File: src/rtl/ahb3lite_host_master.sv
// Single-transfer AHB3-lite master behind a valid/ready request/response pair.
// Optional AHB3LITE_HOST_MASTER_ALIGN_CHECK_EN rejects misaligned halfword/word requests locally.
module ahb3lite_host_master #(
  parameter logic [3:0] HPROT_VAL = 4'b0011
) (
  input  logic        CLK,
  input  logic        RESETn,
  input  logic        req_valid,
  output logic        req_ready,
  input  logic        req_write,
  input  logic [31:0] req_addr,
  input  logic [31:0] req_wdata,
  input  logic [2:0]  req_size,
  output logic        rsp_valid,
  input  logic        rsp_ready,
  output logic [31:0] rsp_rdata,
  output logic        rsp_err,
  output logic [31:0] HADDR,
  output logic [31:0] HWDATA,
  output logic [1:0]  HTRANS,
  output logic [2:0]  HSIZE,
  output logic [2:0]  HBURST,
  output logic [3:0]  HPROT,
  output logic        HWRITE,
  output logic        HMASTLOCK,
  input  logic [31:0] HRDATA,
  input  logic        HRESP,
  input  logic        HREADY
);

  typedef enum logic [1:0] {
    ST_IDLE = 2'b00,
    ST_ADDR = 2'b01,
    ST_DATA = 2'b10,
    ST_RESP = 2'b11
  } state_t;

  localparam logic [1:0] TRANS_IDLE   = 2'b00;
  localparam logic [1:0] TRANS_NONSEQ = 2'b10;

  state_t      state_r, state_nxt;
  logic [31:0] haddr_r, haddr_nxt;
  logic [31:0] hwdata_r, hwdata_nxt;
  logic [1:0]  htrans_r, htrans_nxt;
  logic [2:0]  hsize_r, hsize_nxt;
  logic        hwrite_r, hwrite_nxt;
  logic [31:0] wdata_r, wdata_nxt;
  logic [31:0] rdata_r, rdata_nxt;
  logic        err_r, err_nxt;
  logic        req_ready_r;
  logic        rsp_valid_r;
  logic        req_bad_s;

`ifdef AHB3LITE_HOST_MASTER_ALIGN_CHECK_EN
  function automatic logic misaligned(input logic [2:0] size, input logic [1:0] addr_lsb);
    logic bad;
    case (size)
      3'd1:    bad = addr_lsb[0];
      3'd2:    bad = (addr_lsb != 2'b00);
      default: bad = 1'b0;
    endcase
    return bad;
  endfunction
`endif

  // Requests that complete locally with an error and never reach the bus
  always_comb begin
    req_bad_s = 1'b0;
    if (req_size > 3'd2) begin
      req_bad_s = 1'b1;
    end
`ifdef AHB3LITE_HOST_MASTER_ALIGN_CHECK_EN
    else if (misaligned(req_size, req_addr[1:0])) begin
      req_bad_s = 1'b1;
    end
`endif
    else begin
      req_bad_s = 1'b0;
    end
  end

  // Next state and next values of every registered output
  always_comb begin
    state_nxt  = state_r;
    haddr_nxt  = haddr_r;
    hwdata_nxt = hwdata_r;
    htrans_nxt = TRANS_IDLE;
    hsize_nxt  = hsize_r;
    hwrite_nxt = hwrite_r;
    wdata_nxt  = wdata_r;
    rdata_nxt  = rdata_r;
    err_nxt    = err_r;
    case (state_r)
      ST_IDLE: begin
        if (req_valid) begin
          wdata_nxt = req_wdata;
          if (req_bad_s) begin
            state_nxt = ST_RESP;
            rdata_nxt = 32'h0000_0000;
            err_nxt   = 1'b1;
          end else begin
            state_nxt  = ST_ADDR;
            htrans_nxt = TRANS_NONSEQ;
            haddr_nxt  = req_addr;
            hsize_nxt  = req_size;
            hwrite_nxt = req_write;
          end
        end else begin
          state_nxt = ST_IDLE;
        end
      end
      ST_ADDR: begin
        if (HREADY) begin
          state_nxt  = ST_DATA;
          htrans_nxt = TRANS_IDLE;
          if (hwrite_r) begin
            hwdata_nxt = wdata_r;
          end else begin
            hwdata_nxt = hwdata_r;
          end
        end else begin
          htrans_nxt = TRANS_NONSEQ;
        end
      end
      ST_DATA: begin
        // The first error cycle has HREADY low and is simply waited out
        if (HREADY) begin
          state_nxt = ST_RESP;
          err_nxt   = HRESP;
          if (hwrite_r) begin
            rdata_nxt = 32'h0000_0000;
          end else begin
            rdata_nxt = HRDATA;
          end
        end else begin
          state_nxt = ST_DATA;
        end
      end
      ST_RESP: begin
        if (rsp_ready) begin
          state_nxt = ST_IDLE;
        end else begin
          state_nxt = ST_RESP;
        end
      end
      default: begin
        state_nxt = ST_IDLE;
      end
    endcase
  end

  // State register and registered outputs, synchronous active-low reset
  always_ff @(posedge CLK) begin
    if (!RESETn) begin
      state_r     <= ST_IDLE;
      haddr_r     <= 32'h0000_0000;
      hwdata_r    <= 32'h0000_0000;
      htrans_r    <= TRANS_IDLE;
      hsize_r     <= 3'b000;
      hwrite_r    <= 1'b0;
      wdata_r     <= 32'h0000_0000;
      rdata_r     <= 32'h0000_0000;
      err_r       <= 1'b0;
      req_ready_r <= 1'b1;
      rsp_valid_r <= 1'b0;
    end else begin
      state_r     <= state_nxt;
      haddr_r     <= haddr_nxt;
      hwdata_r    <= hwdata_nxt;
      htrans_r    <= htrans_nxt;
      hsize_r     <= hsize_nxt;
      hwrite_r    <= hwrite_nxt;
      wdata_r     <= wdata_nxt;
      rdata_r     <= rdata_nxt;
      err_r       <= err_nxt;
      req_ready_r <= (state_nxt == ST_IDLE);
      rsp_valid_r <= (state_nxt == ST_RESP);
    end
  end

  assign req_ready = req_ready_r;
  assign rsp_valid = rsp_valid_r;
  assign rsp_rdata = rdata_r;
  assign rsp_err   = err_r;
  assign HADDR     = haddr_r;
  assign HWDATA    = hwdata_r;
  assign HTRANS    = htrans_r;
  assign HSIZE     = hsize_r;
  assign HWRITE    = hwrite_r;
  assign HBURST    = 3'b000;
  assign HPROT     = HPROT_VAL;
  assign HMASTLOCK = 1'b0;

endmodule
File: config.mk
export PLATFORM = sky130hd
export DESIGN_NAME = ahb3lite_host_master
export DESIGN_NICKNAME = d
export VERILOG_FILES = /design/src/rtl/ahb3lite_host_master.sv
export SDC_FILE = /design/constraint.sdc
export NUM_CORES = 1
export LEC_CHECK = 0
export BUFFER_PORTS_ARGS = -buffer_cell sky130_fd_sc_hd__buf_2
export CORE_ASPECT_RATIO = 0.7
export CORE_MARGIN = 10
export CORE_UTILIZATION = 42
export CTS_CLUSTER_DIAMETER = 200
export DETAILED_ROUTE_END_ITERATION = 7
export PLACE_DENSITY = 0.68
export SYNTH_ARGS = -nofsm -noshare
export SYNTH_HDL_FRONTEND = slang
export SYNTH_SLANG_ARGS = --single-unit
File: constraint.sdc
create_clock -name CLK -period 1.9 [get_ports CLK]
set_input_delay 0.19 -clock CLK [delete_from_list [all_inputs] [get_ports CLK]]
set_output_delay 0.19 -clock CLK [all_outputs]
set_load 0.01 [all_outputs]
==> summary.json <==
{
  "synth.distinct_cells": 31,
  "clock_transition_at_the_registers_of_the_reported_paths_ns": 0.06,
  "preCtsSetupSlack_ns": 0.220,
  "cts_tree": "done",
  "place_hpwl_um": 11700,
  "synth_most_common_cell": "sky130_fd_sc_hd__nand2_1",
  "crit-reg2reg-launch": "state_r[1]$_SDFF_PN0_",
  "drive_gt1_share_pct": 31.5,
  "postSynth.asyncResetShare_pct": 0,
  "max_stage_delay_ns": 0.59,
  "postLayoutSetupSlackWorst_ns": 0.191,
  "via_per_inst": 5.01,
  "track_usage_pct": 17.4,
  "initialDrtViolationCount": 298,
  "synth_edf_count": 0,
  "report.final.setup_viol": 0,
  "floorplan.rows": 34,
  "holdBufCountCts": 0,
  "min_period_ns": 1.71,
  "dominantRegCellSynth": "sky130_fd_sc_hd__dfxtp_1",
  "unrepaired_setup_endpoints_after_global_routing": "false",
  "worstPathMaxFanout": 32,
  "detail_route.first_pass.iterations": 4,
  "worstHoldPathType": "input port to register",
  "grt_first_pass_wirelength_um": 25700,
  "max-cap-violations": 0,
  "reg2reg_depth": 4,
  "worst_clock_skew_ns": 0.00885,
  "initial_core_util_pct": 43.4,
  "outcome": "finished clean",
  "ioPinCount": 219,
  "worstPathCellList": "or3b_2, o21ai_4, buf_12, mux2i_1",
  "globalRoute.totalOverflow": 0,
  "routedWlPerCell_um": 16.5,
  "post-route-drc-count": 0,
  "synthDominantCellAreaShare_pct": 50.7,
  "total_power_draw_mw": 7.11,
  "pin_count_of_the_biggest_net_entering_global_routing": 113,
  "maxSlewViolCount": 0,
  "final_nets": 917,
  "power_per_cell_area_nw_per_um2": 994,
  "postSynthCellCount": 624,
  "total_via_count_in_the_routed_design": 4938,
  "area_delta_synth_final_pct": 31.4,
  "placement.cell_area_um2": 6570,
  "tritoncts_num_sinks": 138,
  "timing_worst_slew_pin_value_ns": 0.997,
  "synth_seq_area_share_pct": 50.7,
  "yosys-top-cells-area": "sky130_fd_sc_hd__dfxtp_1 51%, sky130_fd_sc_hd__nand2_1 13%, sky130_fd_sc_hd__a21boi_0 12%",
  "finalWeightedCongestion": 0.766,
  "die_w_um": 156,
  "total_leakage_power_nw": 3.09,
  "setup.worst_path.end_class": "register",
  "syn_avg_cell_area_um2": 8.73,
  "timing.critical_path.required_ns": 2.21,
  "cts-root-buf": "sky130_fd_sc_hd__clkbuf_16",
  "total_cts_buffers": 17,
  "core_area_um2": 12500,
  "netlist_top_cells_count": "193 x sky130_fd_sc_hd__nand2_1, 138 x sky130_fd_sc_hd__dfxtp_1, 90 x sky130_fd_sc_hd__a21boi_0, 36 x sky130_fd_sc_hd__o21ai_0, 35 x sky130_fd_sc_hd__nand3_1",
  "r2r_end": "rsp_rdata[11]$_SDFFE_PN0P_",
  "number_of_antenna_violations_at_the_first_check_in_global_routing": 1,
  "die_h_um": 115,
  "max-vdd-ir-drop_uv": 665,
  "critical_path.slowest_cell": "sky130_fd_sc_hd__or3b_2",
  "setup_tns_ns": 0,
  "min_delay_worst_endpoint": "rsp_rdata[20]$_SDFFE_PN0P_",
  "cts.repair.resized": 0,
  "first_global_vias": 4984,
  "finalWirelength_um": 16200,
  "cts_post_setup_buffers_inserted": 0,
  "synth_top_area_cell": "sky130_fd_sc_hd__dfxtp_1",
  "start_kind": "register",
  "arrival_ns": 2.02,
  "timing.hold.worst.start": "HRDATA[20]",
  "ctsHtreeMaxLevel": 4,
  "worstSkewPairLatency_ns": 0.40,
  "minimum_setup_slack_among_reg_to_reg_paths_ns": 0.19,
  "min_delay_path_depth": 3,
  "slew_headroom_pct": 33.6,
  "fmaxAchievable_mhz": 585,
  "ys_seq_elements": 138,
  "portion_of_the_clock_cycle_consumed_by_the_worst_path_in_the_final_layout_pct": 89.9,
  "antenna_left": 0,
  "post_synthesis_instance_area_um2": 5450,
  "clk_path_buf_depth": 2,
  "port_buffers": 209,
  "dieArea_um2": 18000,
  "path_class": "register to register",
  "finish.instance_area_um2": 7150,
  "final_hold_viol_count": 0,
  "yosys_warns": 0
}
## cells by family (layout without fill, tap and decap cells)
family	after synthesis	in the layout	synth area share [%]
flops	138	138	50.7
simple gates	241	241	18.4
compound gates	149	149	18.8
buf+inv	62	254	6.00
mux	32	32	5.88
other cells	2	10	0.138
## report_power, final
group / switching (mW) / internal, mW / total (mW)
combinational: 0.477 / 0.342 / 0.820
sequential: 0.0585 / 3.02 / 3.08
clock: 1.22 / 1.99 / 3.21
total: 1.76 / 5.35 / 7.11
## how the worst max path moves through the flow
stage | start | end | slack [ns] | depth (start not counted)
CTS | state_r[1]$_SDFF_PN0_ | rsp_rdata[14]$_SDFFE_PN0P_ | 0.20 | 4
global route | state_r[1]$_SDFF_PN0_ | rsp_rdata[14]$_SDFFE_PN0P_ | 0.17 | 4
global placement | state_r[1]$_SDFF_PN0_ | rsp_rdata[27]$_SDFFE_PN0P_ | 0.33 | 4
detailed placement | state_r[1]$_SDFF_PN0_ | rsp_rdata[11]$_SDFFE_PN0P_ | 0.22 | 4
floorplan | state_r[1]$_SDFF_PN0_ | rsp_rdata[10]$_SDFFE_PN0P_ | 0.46 | 5
finish | state_r[1]$_SDFF_PN0_ | rsp_rdata[11]$_SDFFE_PN0P_ | 0.19 | 4
## cell usage in the layout (no fill, tap or decap), drive strengths merged, types with 2 or more instances in the layout
cell	count
a21boi	100
bufinv	2
nand2	193
buf	223
clkbuf	20
nor3b	2
a21oi	6
o21ai	37
conb	9
dfxtp	138
nand2b	2
nor2b	2
nand3	35
clkinvlp	4
clkinv	5
mux2i	32
## through the flow
| step | hold WS (ns) | util, % | instances |
|---|---|---|---|
| 2_1_floorplan | 0.332 | - | 631 |
| 3_3_place_gp | 0.416 | 52.4 | 954 |
| 5_1_grt | 0.0227 | 57.0 | 985 |
| 6_report | 0.0305 | 57.0 | 986 |
| 4_1_cts | 0.0102 | 57.0 | 985 |
| 3_5_place_dp | 0.430 | 52.4 | 954 |
## routing by layer
metal  vias to the layer above  part of all wire (%)  global-route usage [%]
li1                       2424                     -                       -
met1                      2320                    44                    21.0
met2                       180                    46                    28.2
met3                        14                   9.8                    7.43
met4                         0                  0.55                    3.95
met5                         -                     0                       0
## state kept, by name, summed over array words and instances (netlist names)
signal / cells
HTRANS: 1
HADDR: 32
state_r: 2
rsp_err: 1
rsp_rdata: 32
rsp_valid: 1
HSIZE: 3
HWDATA: 32
HWRITE: 1
req_ready: 1
wdata_r: 32
## cell type report
type,instances,area [um^2]
Clock buffer,20,457
Timing Repair Buffer,223,1190
Clock inverter,11,123
Antenna cell,1,2.50
Multi-Input combinational cell,431,2410
Sequential cell,138,2760
Fill cell,1163,5400
Tap cell,162,203
## critical path: cells and delay by family, from the launching register on
family                 cells  cell delay (ns)
AO/OA/AOI/OAI              1             0.19
buffers and inverters      1             0.25
flip-flops                 1             0.31
multiplexers               1             0.27
AND/OR/NAND/NOR            1             0.59
Note: power is estimated with default switching activity, not from simulation.
